`src/rtl/gate_exer_pkg.sv`:
```
// gate_exer_pkg: op and FSM state encodings shared by the gate exerciser
package gate_exer_pkg;
  typedef enum logic [1:0] {OP_AND = 2'd0, OP_OR = 2'd1, OP_XOR = 2'd2, OP_NAND = 2'd3} op_e;
  typedef enum logic [1:0] {ST_IDLE = 2'd0, ST_DRIVE = 2'd1, ST_SAMPLE = 2'd2, ST_FINISH = 2'd3} state_e;
endpackage

```
`src/rtl/gate_ref_model.sv`:
```
// gate_ref_model: expected gate output for an op over all pattern bits
module gate_ref_model
  import gate_exer_pkg::*;
#(
  parameter int N_IN = 2
) (
  input  op_e             op_i,
  input  logic [N_IN-1:0] pat_i,
  output logic            exp_o
);
  always_comb
    exp_o = op_i == OP_AND ? &pat_i :
            op_i == OP_OR  ? |pat_i :
            op_i == OP_XOR ? ^pat_i : ~&pat_i;
endmodule

```
`src/rtl/gate_exerciser.sv`:
```
// gate_exerciser: walks all patterns into an external gate and counts mismatches; GATE_EXER_FAIL_LOG_EN adds a first-fail log
module gate_exerciser
  import gate_exer_pkg::*;
#(
  parameter int N_IN       = 2,
  parameter int SETTLE_CYC = 2
) (
  input  logic            clk_i,
  input  logic            rst_i,
  input  logic            start_i,
  input  logic [1:0]      op_sel_i,
  input  logic            dut_in_i,
  output logic [N_IN-1:0] pat_out_o,
  output logic            busy_o,
  output logic            done_o,
  output logic            pass_o,
  output logic [N_IN:0]   err_cnt_o
`ifdef GATE_EXER_FAIL_LOG_EN
  ,
  output logic            fail_valid_o,
  output logic [N_IN-1:0] fail_vec_o
`endif
);
  localparam int CW = SETTLE_CYC > 1 ? $clog2(SETTLE_CYC) : 1;
  state_e          state_q;
  op_e             op_q;
  logic [CW-1:0]   cnt_q;
  logic [N_IN-1:0] pat_q;
  logic [N_IN:0]   err_q, err_d;
  logic            busy_q, done_q, pass_q, exp_bit, mismatch;
  gate_ref_model #(.N_IN(N_IN)) u_ref (.op_i(op_q), .pat_i(pat_q), .exp_o(exp_bit));
  always_comb begin
    mismatch = dut_in_i != exp_bit;
    err_d    = err_q + (N_IN+1)'(mismatch);
  end
`ifdef GATE_EXER_FAIL_LOG_EN
  logic            fail_valid_q;
  logic [N_IN-1:0] fail_vec_q;
  always_ff @(posedge clk_i)
    if (rst_i || (state_q == ST_IDLE && start_i)) begin
      fail_valid_q <= 1'b0;
      fail_vec_q   <= '0;
    end else if (state_q == ST_SAMPLE && mismatch && !fail_valid_q) begin
      fail_valid_q <= 1'b1;
      fail_vec_q   <= pat_q;
    end
  assign fail_valid_o = fail_valid_q;
  assign fail_vec_o   = fail_vec_q;
`endif
  always_ff @(posedge clk_i) begin
    if (rst_i) begin
      state_q <= ST_IDLE;
      op_q    <= OP_AND;
      cnt_q   <= '0;
      pat_q   <= '0;
      err_q   <= '0;
      busy_q  <= 1'b0;
      done_q  <= 1'b0;
      pass_q  <= 1'b0;
    end else begin
      done_q <= 1'b0;
      case (state_q)
        ST_IDLE:
          if (start_i) begin
            state_q <= ST_DRIVE;
            op_q    <= op_e'(op_sel_i);
            cnt_q   <= '0;
            pat_q   <= '0;
            err_q   <= '0;
            busy_q  <= 1'b1;
            pass_q  <= 1'b0;
          end
        ST_DRIVE: begin
          cnt_q   <= cnt_q == CW'(SETTLE_CYC - 1) ? '0 : cnt_q + CW'(1);
          state_q <= cnt_q == CW'(SETTLE_CYC - 1) ? ST_SAMPLE : ST_DRIVE;
        end
        ST_SAMPLE: begin
          err_q   <= err_d;
          pat_q   <= pat_q + N_IN'(1);
          state_q <= &pat_q ? ST_FINISH : ST_DRIVE;
          if (&pat_q) begin
            busy_q <= 1'b0;
            done_q <= 1'b1;
            pass_q <= err_d == '0;
          end
        end
        default: state_q <= ST_IDLE;
      endcase
    end
  end
  assign pat_out_o = pat_q;
  assign busy_o    = busy_q;
  assign done_o    = done_q;
  assign pass_o    = pass_q;
  assign err_cnt_o = err_q;
endmodule

```
`config.mk`:
```
export PLATFORM = sky130hd
export DESIGN_NAME = gate_exerciser
export DESIGN_NICKNAME = d
export VERILOG_FILES = /design/src/rtl/gate_exer_pkg.sv /design/src/rtl/gate_ref_model.sv /design/src/rtl/gate_exerciser.sv
export SDC_FILE = /design/constraint.sdc
export NUM_CORES = 1
export LEC_CHECK = 0
export BUFFER_PORTS_ARGS = -buffer_cell sky130_fd_sc_hd__clkbuf_2
export CAP_MARGIN = 20
export CORE_ASPECT_RATIO = 1.25
export CORE_MARGIN = 10
export CORE_UTILIZATION = 35
export DETAILED_ROUTE_END_ITERATION = 10
export PLACE_DENSITY = 0.59
export SYNTH_ARGS = -nofsm -noshare
export SYNTH_HDL_FRONTEND = slang
export SYNTH_HIERARCHICAL = 1
export SYNTH_SLANG_ARGS = --single-unit
```
`constraint.sdc`:
```
create_clock -name clk_i -period 2.3 [get_ports clk_i]
set_input_delay 0.345 -clock clk_i [delete_from_list [all_inputs] [get_ports clk_i]]
set_output_delay 0.345 -clock clk_i [all_outputs]
set_load 0.05 [all_outputs]
```
==> results.tsv <==
stage	metric	value	unit
logic_synthesis	synth_top_family_by_area	simple AND/OR/NAND/NOR gates	
setup_path	critPathMaxFanout	5	
finish	postLayoutCellArea	815	um2
sta	fin_crit_sh	98.6	%
power	pwr-share-clk	32.8	%
setup_path	start_kind	flip-flop	
logic_synthesis	synth_adder_area_share	9.63	%
place	placedCellCount	99	
floorplanning	pin_count	14	
grt	antenna_found_initial	0	
clock_tree	insertion_delay	280	ps
detailed_routing	drc	0	
logic_synthesis	synth_area	649	um2
clock_tree	postCtsResizedCells	0	
power	p_per_area	539	mW/mm2
finish	final_cell_mix	clkbuf_2 (13), dfxtp_1 (11), nor2_1 (8)	
logic_synthesis	synthesis.nets	81	
sta	setup_viol	0	
clock_tree	cts.clk_slew.worst_paths	80	ps
sta	hold_viol	0	
detailed_routing	via_count	531	
setup_path	r2r_cells	9	
clock_tree	cts_made_buffers	3	
power	comb_power_share	12.2	%
clock_tree	cts_tree	built	
detailed_routing	wire_per_inst	13.4	um
hold_path	hold_class	input port to flip-flop	
sta	fin_crit	2270	ps
sta	worst_pin_slew	491	ps
logic_synthesis	syn_area_per_cell	9.28	um2
finish	nFillCells	191	
power	ir_drop	0.247	mV
logic_synthesis	netlist_top_cells_area	dfxtp_1 (40%), ha_1 (9.6%), mux2i_1 (6.2%), nor2b_1 (5.8%), a21oi_1 (4.6%)	
setup_path	crit_type	flip-flop to flip-flop	
clock_tree	htree_levels	1	
place	placed_cell_area	744	um2
detailed_routing	firstDrtPassIters	4	
place	dp_hpwl	991	um
power	seqPwrFrac	55.0	%
floorplanning	dieArea	0.00399	mm2
grt	grt_overflow	0	
floorplanning	rows	17	
clock_tree	cts_setup_buffers	0	
logic_synthesis	synth_xor_area_share	1.35	%
clock_tree	root_buffer	clkbuf_4	
setup_path	cp.arrival	2470	ps
finish	diodes	0	
sta	timing.fmax	441	MHz
floorplanning	start_util	36.8	%
finish	multi_input_area	417	um2
logic_synthesis	ys_seq_area_share	40.1	%
setup_path	cp-startpoint	pat_out_o[0]	
setup_path	cp-end-kind	flip-flop	
logic_synthesis	synth_mux_area_share	6.17	%
grt	grt_pass1_vias	543	
finish	final_common_cell	clkbuf_2	
logic_synthesis	synthSimpleGateAreaFrac	22.4	%
logic_synthesis	synth_compound_gate_area_share	16.2	%
logic_synthesis	synthCells	70	
finish	layout-drive-gt1-share	39.3	%
power	internal_power	0.000319	W
setup_path	required	2500	ps
finish	synthToLayoutAreaGrowth	25.4	%
detailed_routing	vias_per_cell	5.16	
clock_tree	cts_hold_buf	0	
run_status	outcome	finished clean	
logic_synthesis	synth_area_leader_cell	dfxtp_1	
power	switching_share	27.3	%
detailed_routing	drt-initial-drc-count	18	
sta	fin_skew	5.41	ps
power	p_switching	0.000120	W
clock_tree	cts_sinks	13	
place	io_buffers	13	
power	p_leak	0.324	nW
hold_path	min-delay-start	op_sel_i[1]	
setup_path	regToRegStartpoint	pat_out_o[0]	
clock_tree	clk_path_buf_depth	2	
sta	drv_slew	0	
logic_synthesis	synth_top_area_share	40.1	%
floorplanning	die_h	68.2	um
grt	grt_pass1_wl	2.34	mm
logic_synthesis	ys_warn_count	6	
floorplanning	core	0.00177	mm2
grt	grt_max_degree	15	
finish	seq_area	268	um2
finish	fin_util	46.1	%
finish	final_cells	103	
floorplanning	die_w	58.5	um
detailed_routing	drt_wl_total	1.38	mm
sta	slew_headroom	67.2	%
job	drv_cap	0	
grt	grt_use_total	7.67	%
detailed_routing	postRouteAntennaNets	0	
sta	grt_setup_unrepaired	yes	
place	gp_congestion	0.658	
hold_path	hold_path_depth	3	
finish	nNetsFinal	96	
logic_synthesis	ys_types	23	
logic_synthesis	synth-seq-cells	13	
==> synthesized netlist by cell type <==
library cell / n
dfxtp_1: 13
nor2_1: 8
a21oi_1: 6
nor2b_1: 6
ha_1: 5
o21ai_0: 5
mux2i_1: 4
a22oi_1: 3
inv_1: 3
nand2_1: 3
o21bai_1: 2
buf_2: 1
buf_4: 1
clkbuf_1: 1
nand3b_1: 1
nor2b_4: 1
nor3_1: 1
nor3b_1: 1
nor3b_2: 1
o31ai_2: 1
or3b_1: 1
or4_4: 1
xor2_1: 1
==> critical path, stage by stage, from the launching register on <==
cell and delay (ps):
dfxtp_4 400, inv_4 40, ha_4 250, o21ai_2 50, a21oi_2 140, xor2_1 170, ha_2 210, ha_4 200
or4_4 510, o31ai_2 210
==> kinds of logic (layout without fill, tap and decap cells) <==
group                      after synthesis  after routing
AOI/OAI and AO/OA                       17             17
xor gates and xnor gates                 1              1
adders and majority gates                5              5
muxes                                    4              4
DFF                                     13             13
buffers and inverters                    6             20
and+or+nand+nor                         24             24
==> registers in the layout, summed over array words and instances (netlist names) <==
name       cells
op_q           2
pat_out_o      2
err_cnt_o      3
state_q        2
done_o         1
cnt_q          1
busy_o         1
pass_o         1
==> through the flow <==
| step | total power [W] | setup TNS (ps) | setup WS [ps] | hold slack [ps] |
|---|---|---|---|---|
| after floorplan | 0.000283 | 0 | 7.53 | 414 |
| after CTS | 0.000443 | 0 | 5.73 | 293 |
| after global routing | 0.000468 | -90.1 | -90.1 | 289 |
| after detailed placement | 0.000297 | 0 | 33.4 | 485 |
| final | 0.000439 | 0 | 33.3 | 293 |
| after global placement | 0.000297 | 0 | 58.8 | 472 |
==> metal layers <==
| layer | wire (um) | GRT usage (%) | vias up |
|---|---|---|---|
| met1 | 610 | 7.89 | 243 |
| met4 | 46 | 7.06 | 0 |
| met5 | 0 | 0 | - |
| met3 | 73 | 2.96 | 5 |
| li1 | - | - | 273 |
| met2 | 651 | 11.8 | 10 |
==> final timing paths <==
path,to,slack (ps)
setup / recovery,pass_o,30
hold reg to reg,busy_o,490
setup reg to reg,pass_o,30
hold / removal,op_q[1],290
==> cell type report <==
cell class | count | share of cell area [%]
clock buffers | 3 | 2.76
clock inverters | 1 | 0.614
inverters | 3 | 1.69
multi-input cells | 51 | 51.2
flip-flops and latches | 13 | 32.9
well taps | 19 | 2.92
repair buffers | 13 | 7.99
==> power groups by stage <==
stage	Clock (W)	Combinational (W)	Sequential [W]
after floorplan	0	0.0000360	0.000247
after global placement	0	0.0000515	0.000246
after detailed placement	0	0.0000514	0.000246
after CTS	0.000151	0.0000515	0.000241
after global routing	0.000165	0.0000599	0.000244
final	0.000144	0.0000536	0.000241
No activity file was read; power rests on OpenSTA's default activity.
